`src/rtl/mon_host.sv`:
```
// Initiator side of the monitor serial protocol: frames load/dump/exec commands
// into lock-step UART byte transmits, checks each echo, and returns dump bytes.
module mon_host #(
  parameter logic [15:0] TX_GAP       = 16'hfff,
  parameter logic [23:0] ECHO_TIMEOUT = 24'hffffff
) (
  input  logic        CLK,
  input  logic        reset,
  input  logic        cmd_valid,
  output logic        cmd_ready,
  input  logic [1:0]  cmd_op,
  input  logic [15:0] cmd_addr,
  input  logic [15:0] cmd_len,
  input  logic [7:0]  wr_data,
  input  logic        wr_valid,
  output logic        wr_ready,
  output logic [7:0]  rd_data,
  output logic        rd_valid,
  output logic [7:0]  tx_byte,
  output logic        tx_transmit,
  input  logic        tx_busy,
  input  logic [7:0]  rx_byte,
  input  logic        rx_received,
  output logic        busy,
  output logic        done,
  output logic        err,
  output logic [1:0]  err_code
);

  typedef enum logic [2:0] {
    IDLE, HDR_SEND, HDR_ECHO, LD_FETCH, LD_SEND, LD_ECHO, DP_RECV, DONE_ST
  } state_t;

  state_t      state;
  logic [1:0]  op_q;
  logic [15:0] addr_q;
  logic [15:0] len_q;
  logic [15:0] remaining;
  logic [2:0]  idx;
  logic [15:0] gap;
  logic [23:0] tmo;
  logic        can_send;

  function automatic logic [7:0] hdr_byte(input logic [2:0] i, input logic [1:0] op,
                                          input logic [15:0] addr, input logic [15:0] len);
    case (i)
      3'd0:    return {6'b0, op};
      3'd1:    return 8'h00;
      3'd2:    return addr[15:8];
      3'd3:    return addr[7:0];
      3'd4:    return len[15:8];
      default: return len[7:0];
    endcase
  endfunction

  assign cmd_ready = (state == IDLE);
  assign busy      = (state != IDLE);
  assign can_send  = !tx_busy && (gap == 16'd0);

  always_ff @(posedge CLK) begin
    if (!reset) begin
      state       <= IDLE;
      op_q        <= 2'd0;
      addr_q      <= 16'd0;
      len_q       <= 16'd0;
      remaining   <= 16'd0;
      idx         <= 3'd0;
      gap         <= 16'd0;
      tmo         <= 24'd0;
      tx_byte     <= 8'd0;
      tx_transmit <= 1'b0;
      rd_data     <= 8'd0;
      rd_valid    <= 1'b0;
      wr_ready    <= 1'b0;
      done        <= 1'b0;
      err         <= 1'b0;
      err_code    <= 2'd0;
    end else begin
      tx_transmit <= 1'b0;
      rd_valid    <= 1'b0;
      done        <= 1'b0;
      err         <= 1'b0;
      // Gap keeps counting across commands so back-to-back frames stay spaced
      if (gap != 16'd0) gap <= gap - 16'd1;

      case (state)
        IDLE: begin
          if (cmd_valid) begin
            op_q      <= cmd_op;
            addr_q    <= cmd_addr;
            len_q     <= cmd_len;
            remaining <= cmd_len;
            idx       <= 3'd0;
            err_code  <= 2'd0;
            state     <= HDR_SEND;
          end
        end

        HDR_SEND: begin
          if (can_send) begin
            tx_byte     <= hdr_byte(idx, op_q, addr_q, len_q);
            tx_transmit <= 1'b1;
            gap         <= TX_GAP;
            tmo         <= ECHO_TIMEOUT;
            state       <= HDR_ECHO;
          end
        end

        HDR_ECHO: begin
          if (rx_received) begin
            if (rx_byte != tx_byte) begin
              err      <= 1'b1;
              err_code <= 2'd1;
              state    <= IDLE;
            end else if (idx == 3'd5) begin
              case (op_q)
                2'd1:    state <= LD_FETCH;
                2'd2: begin
                  tmo   <= ECHO_TIMEOUT;
                  state <= DP_RECV;
                end
                default: state <= DONE_ST;
              endcase
            end else begin
              idx   <= idx + 3'd1;
              state <= HDR_SEND;
            end
          end else if (tmo <= 24'd1) begin
            err      <= 1'b1;
            err_code <= 2'd2;
            state    <= IDLE;
          end else begin
            tmo <= tmo - 24'd1;
          end
        end

        LD_FETCH: begin
          if (remaining == 16'd0) begin
            wr_ready <= 1'b0;
            state    <= DONE_ST;
          end else if (wr_valid && wr_ready) begin
            tx_byte  <= wr_data;
            wr_ready <= 1'b0;
            state    <= LD_SEND;
          end else begin
            wr_ready <= 1'b1;
          end
        end

        LD_SEND: begin
          if (can_send) begin
            tx_transmit <= 1'b1;
            gap         <= TX_GAP;
            tmo         <= ECHO_TIMEOUT;
            state       <= LD_ECHO;
          end
        end

        LD_ECHO: begin
          if (rx_received) begin
            if (rx_byte == tx_byte) begin
              remaining <= remaining - 16'd1;
              state     <= LD_FETCH;
            end else begin
              err      <= 1'b1;
              err_code <= 2'd1;
              state    <= IDLE;
            end
          end else if (tmo <= 24'd1) begin
            err      <= 1'b1;
            err_code <= 2'd2;
            state    <= IDLE;
          end else begin
            tmo <= tmo - 24'd1;
          end
        end

        DP_RECV: begin
          if (remaining == 16'd0) begin
            state <= DONE_ST;
          end else if (rx_received) begin
            // Dump payload is forwarded as-is; the monitor does not echo it
            rd_data   <= rx_byte;
            rd_valid  <= 1'b1;
            remaining <= remaining - 16'd1;
            tmo       <= ECHO_TIMEOUT;
          end else if (tmo <= 24'd1) begin
            err      <= 1'b1;
            err_code <= 2'd2;
            state    <= IDLE;
          end else begin
            tmo <= tmo - 24'd1;
          end
        end

        DONE_ST: begin
          done  <= 1'b1;
          state <= IDLE;
        end

        default: state <= IDLE;
      endcase
    end
  end

endmodule

```
`config.mk`:
```
export PLATFORM = sky130hd
export DESIGN_NAME = mon_host
export DESIGN_NICKNAME = d
export VERILOG_FILES = /design/src/rtl/mon_host.sv
export SDC_FILE = /design/constraint.sdc
export NUM_CORES = 1
export LEC_CHECK = 0
export CAP_MARGIN = 20
export CORE_MARGIN = 8
export CORE_UTILIZATION = 40
export DETAILED_ROUTE_END_ITERATION = 16
export GPL_ROUTABILITY_DRIVEN = 0
export MAX_ROUTING_LAYER = met4
export SLEW_MARGIN = 20
export SYNTH_ARGS = -nofsm -noshare
export SYNTH_HDL_FRONTEND = slang
export SYNTH_SLANG_ARGS = --single-unit
```
`constraint.sdc`:
```
create_clock -name CLK -period 2.3 [get_ports CLK]
set_input_delay 0.46 -clock CLK [delete_from_list [all_inputs] [get_ports CLK]]
set_output_delay 0.46 -clock CLK [all_outputs]
set_load 0.01 [all_outputs]
```
==> run_results.csv <==
group,metric,value,unit
run_status,status,"finished, violations left",
run_status,violations,"setup timing",
sta,max_slew_margin,61.6,%
finish,num-nets-final,1043,
power_and_ir_drop,comb_power_share,35.9,%
sta,slew_viol_final,0,
cts,clock-sinks,119,
power_and_ir_drop,p_switching,2.87,mW
setup_path,cp-startpoint,"idx[1]",
power_and_ir_drop,switching_share,33.3,%
synth,synth_compound_area_share,22.1,%
die,die_area,0.0201,mm²
cts,h-tree-depth,4,
finish,n_antenna_cell,0,
global_route,overflow,0,
cts,cts-root-buf,"clkbuf_16",
synth,synth_top_family_by_area,"simple AND/OR/NAND/NOR gates",
synth,synth_edf_count,0,
placed_design,io_buffers,80,
sta,fin_crit_sh,106,%
die,core,0.0157,mm²
routing,vias,6615,
global_route,antenna_found_initial,0,
finish,areaGrowthSynthToFinish,45.2,%
routing,wirelength,20000,µm
synth,ys_types,66,
sta,final-setup-viol-count,17,
finish,drive_above_1_share,24.1,%
power_and_ir_drop,intPower,5.76,mW
synth,netlist_area,0.00631,mm²
setup_path,rr_worst_depth,8,
die,die-width,142,µm
sta,rsz0062_at_grt,"yes",
synth,synthAdderAreaFrac,1.98,%
finish,fillers,1411,
routing,dr.pass1.iters,5,
sta,worst_hold_slack,0.456,ns
synth,synth-main-ff-cell,"dfxtp_1",
sta,fmax,0.412,GHz
synth,muxShareOfSynthArea,2.46,%
power_and_ir_drop,power,8.64,mW
job,drv_cap,0,
routing,drt_iter0_drc,504,
synth,synth_common_cells,"131 x nand2_1, 119 x dfxtp_1, 77 x nor2_1",
setup_path,critical_path_arrival,2.76,ns
setup_path,regToRegSetupSlack,-0.13,ns
global_route,grt_pass1_vias,6429,
routing,post_drt_via_cell_ratio,5.49,
sta,layout_setup_ws,-0.127,ns
setup_path,r2r_start,"idx[1]",
synth,synth_area_per_cell,7.86,µm²
global_route,grt_first_pass_wirelength,31300,µm
die,die_h,142,µm
power_and_ir_drop,powerDensity,943,mW/mm²
global_route,track_usage,19.7,%
synth,ys_seq_area_share,37.7,%
synth,synth.top_cell.area_share,37.7,%
setup_path,critical_path_class,"register to register",
power_and_ir_drop,p_clk_share,34.2,%
synth,synth_most_common_cell,"nand2_1",
synth,yosys.area.top_type,"dfxtp_1",
min_path,min_from,"len_q[9]",
routing,ant_nets,0,
placed_design,hpwl,14100,µm
cts,numCtsBuffers,17,
die,row_count,46,
synth,async_flop_share,0,%
power_and_ir_drop,pwr-share-seq,29.9,%
synth,yosys.area_share.simple,28.7,%
synth,syn_nets,869,
setup_path,critPathCaptureType,"register",
cts,clk_pin_slew,0.06,ns
global_route,grt_max_degree,60,
sta,worst_slew_pin_slew,0.574,ns
cts,clk_path_buf_depth,2,
setup_path,crit_required,2.63,ns
sta,final.setup_skew,0.00866,ns
die,boundaryPins,81,
synth,synth_area_leaders,"dfxtp_1 38%, nand2_1 7.8%, a21oi_1 5.3%",
sta,hold_viol,0,
synth,syn_inst,803,
sta,period_needed,2.43,ns
routing,routedWlPerCell,16.6,µm
finish,final_cell_count_no_fill,1206,
power_and_ir_drop,vdd_drop_max,606,µV
die,initial_core_util,40.3,%
routing,remaining_drc_errors,0,
synth,yosysWarnings,0,
min_path,hold_depth,2,
cts,clk_latency,0.42,ns
placed_design,dp_slack,-0.468,ns
setup_path,cp_max_fo,6,
setup_path,critPathLaunchType,"register",
placed_design,numPlacedInstances,1151,
synth,synth-xor-area-share,2.64,%
cts,cts_tree,"built",
sta,fin_setup_tns,-0.642,ns
power_and_ir_drop,leakagePower,3.57,nW
synth,synth-seq-cells,119,
min_path,hold_path.class,"register to register",
-- metrics by stage --
step / cell area [µm²] / utilization, %
global route: 9160 / 58.5
floorplan: 6340 / -
detailed placement: 8030 / 51.3
global placement: 8030 / 51.3
CTS: 8730 / 55.8
finish: 9160 / 58.5
-- area by class of cell --
type	instances	area, µm²	area share, %
multi-input cells	613	3940	43.0
flip-flops and latches	119	2400	26.2
repair buffers	205	1820	19.9
clock buffers	18	429	4.68
well taps	216	270	2.95
clock inverters	14	223	2.43
inverters	21	78.8	0.860
-- registers in the layout (all words and copies together) (netlist names) --
| name | count |
|---|---|
| op_q | 2 |
| addr_q | 16 |
| err | 1 |
| idx | 3 |
| tx_byte | 8 |
| remaining | 16 |
| rd_data | 8 |
| wr_ready | 1 |
| done | 1 |
| state | 3 |
| len_q | 16 |
| tx_transmit | 1 |
| err_code | 2 |
| rd_valid | 1 |
| tmo | 24 |
| gap | 16 |
-- power by group through the flow --
stage               Combinational [mW]  Clock, mW  Sequential (mW)
floorplan                         1.66          0             2.58
global placement                  2.71          0             2.59
detailed placement                2.77          0             2.61
CTS                               2.86       3.00             2.57
global route                      3.41       3.09             2.61
finish                            3.10       2.95             2.58
-- layer usage --
layer | part of all wire [%] | vias to the layer above | global-route usage [%] | routed length, µm
met4 | 1.6 | 0 | 6.44 | 320
met3 | 4.3 | 23 | 3.60 | 869
li1 | - | 3265 | - | -
met1 | 43 | 3138 | 23.6 | 8680
met5 | 0 | - | - | 0
met2 | 51 | 189 | 33.0 | 10100
-- worst max-delay path, stage by stage (launching register included) --
cell and delay (ns):
dfxtp_2 0.33, inv_2 0.08, ha_4 0.13, nand4b_1 0.24, a2111oi_4 0.38, a31oi_2 0.09, or4_4 0.58, or3_1 0.33
a31oi_1 0.18
-- repair_timing --
item | 4_1_cts | 5_1_grt
cloned | 0 | 3
buffers inserted | 2 | 18
hold buffers | 0 | 0
setup endpoints to repair | 25 | 50
pin swaps | 8 | 19
resized for setup | 17 | 68
-- path summary, 6_finish.rpt --
path,end
max,tmo[3]
min,len_q[9]
max reg2reg,tmo[3]
min reg2reg,len_q[9]
-- cell usage in the layout, fill, tap and decap left out, types with 16 or more instances in the layout --
cell	instances
a21oi_1	66
a31oi_1	21
buf_4	112
clkbuf_16	17
clkdlybuf4s50_1	78
dfxtp_1	109
nand2_1	129
nor2_1	72
nor3_1	21
o21ai_0	39
xor2_1	16
-- cell families (layout without fill, tap and decap cells) --
family / count (synthesis) / after routing
xor+xnor: 19 / 19
compound gates: 217 / 217
flops: 119 / 119
simple gates: 352 / 352
buf+inv: 71 / 258
fa+ha+maj: 10 / 10
mux: 15 / 15
Note: power is estimated with default switching activity, not from simulation.
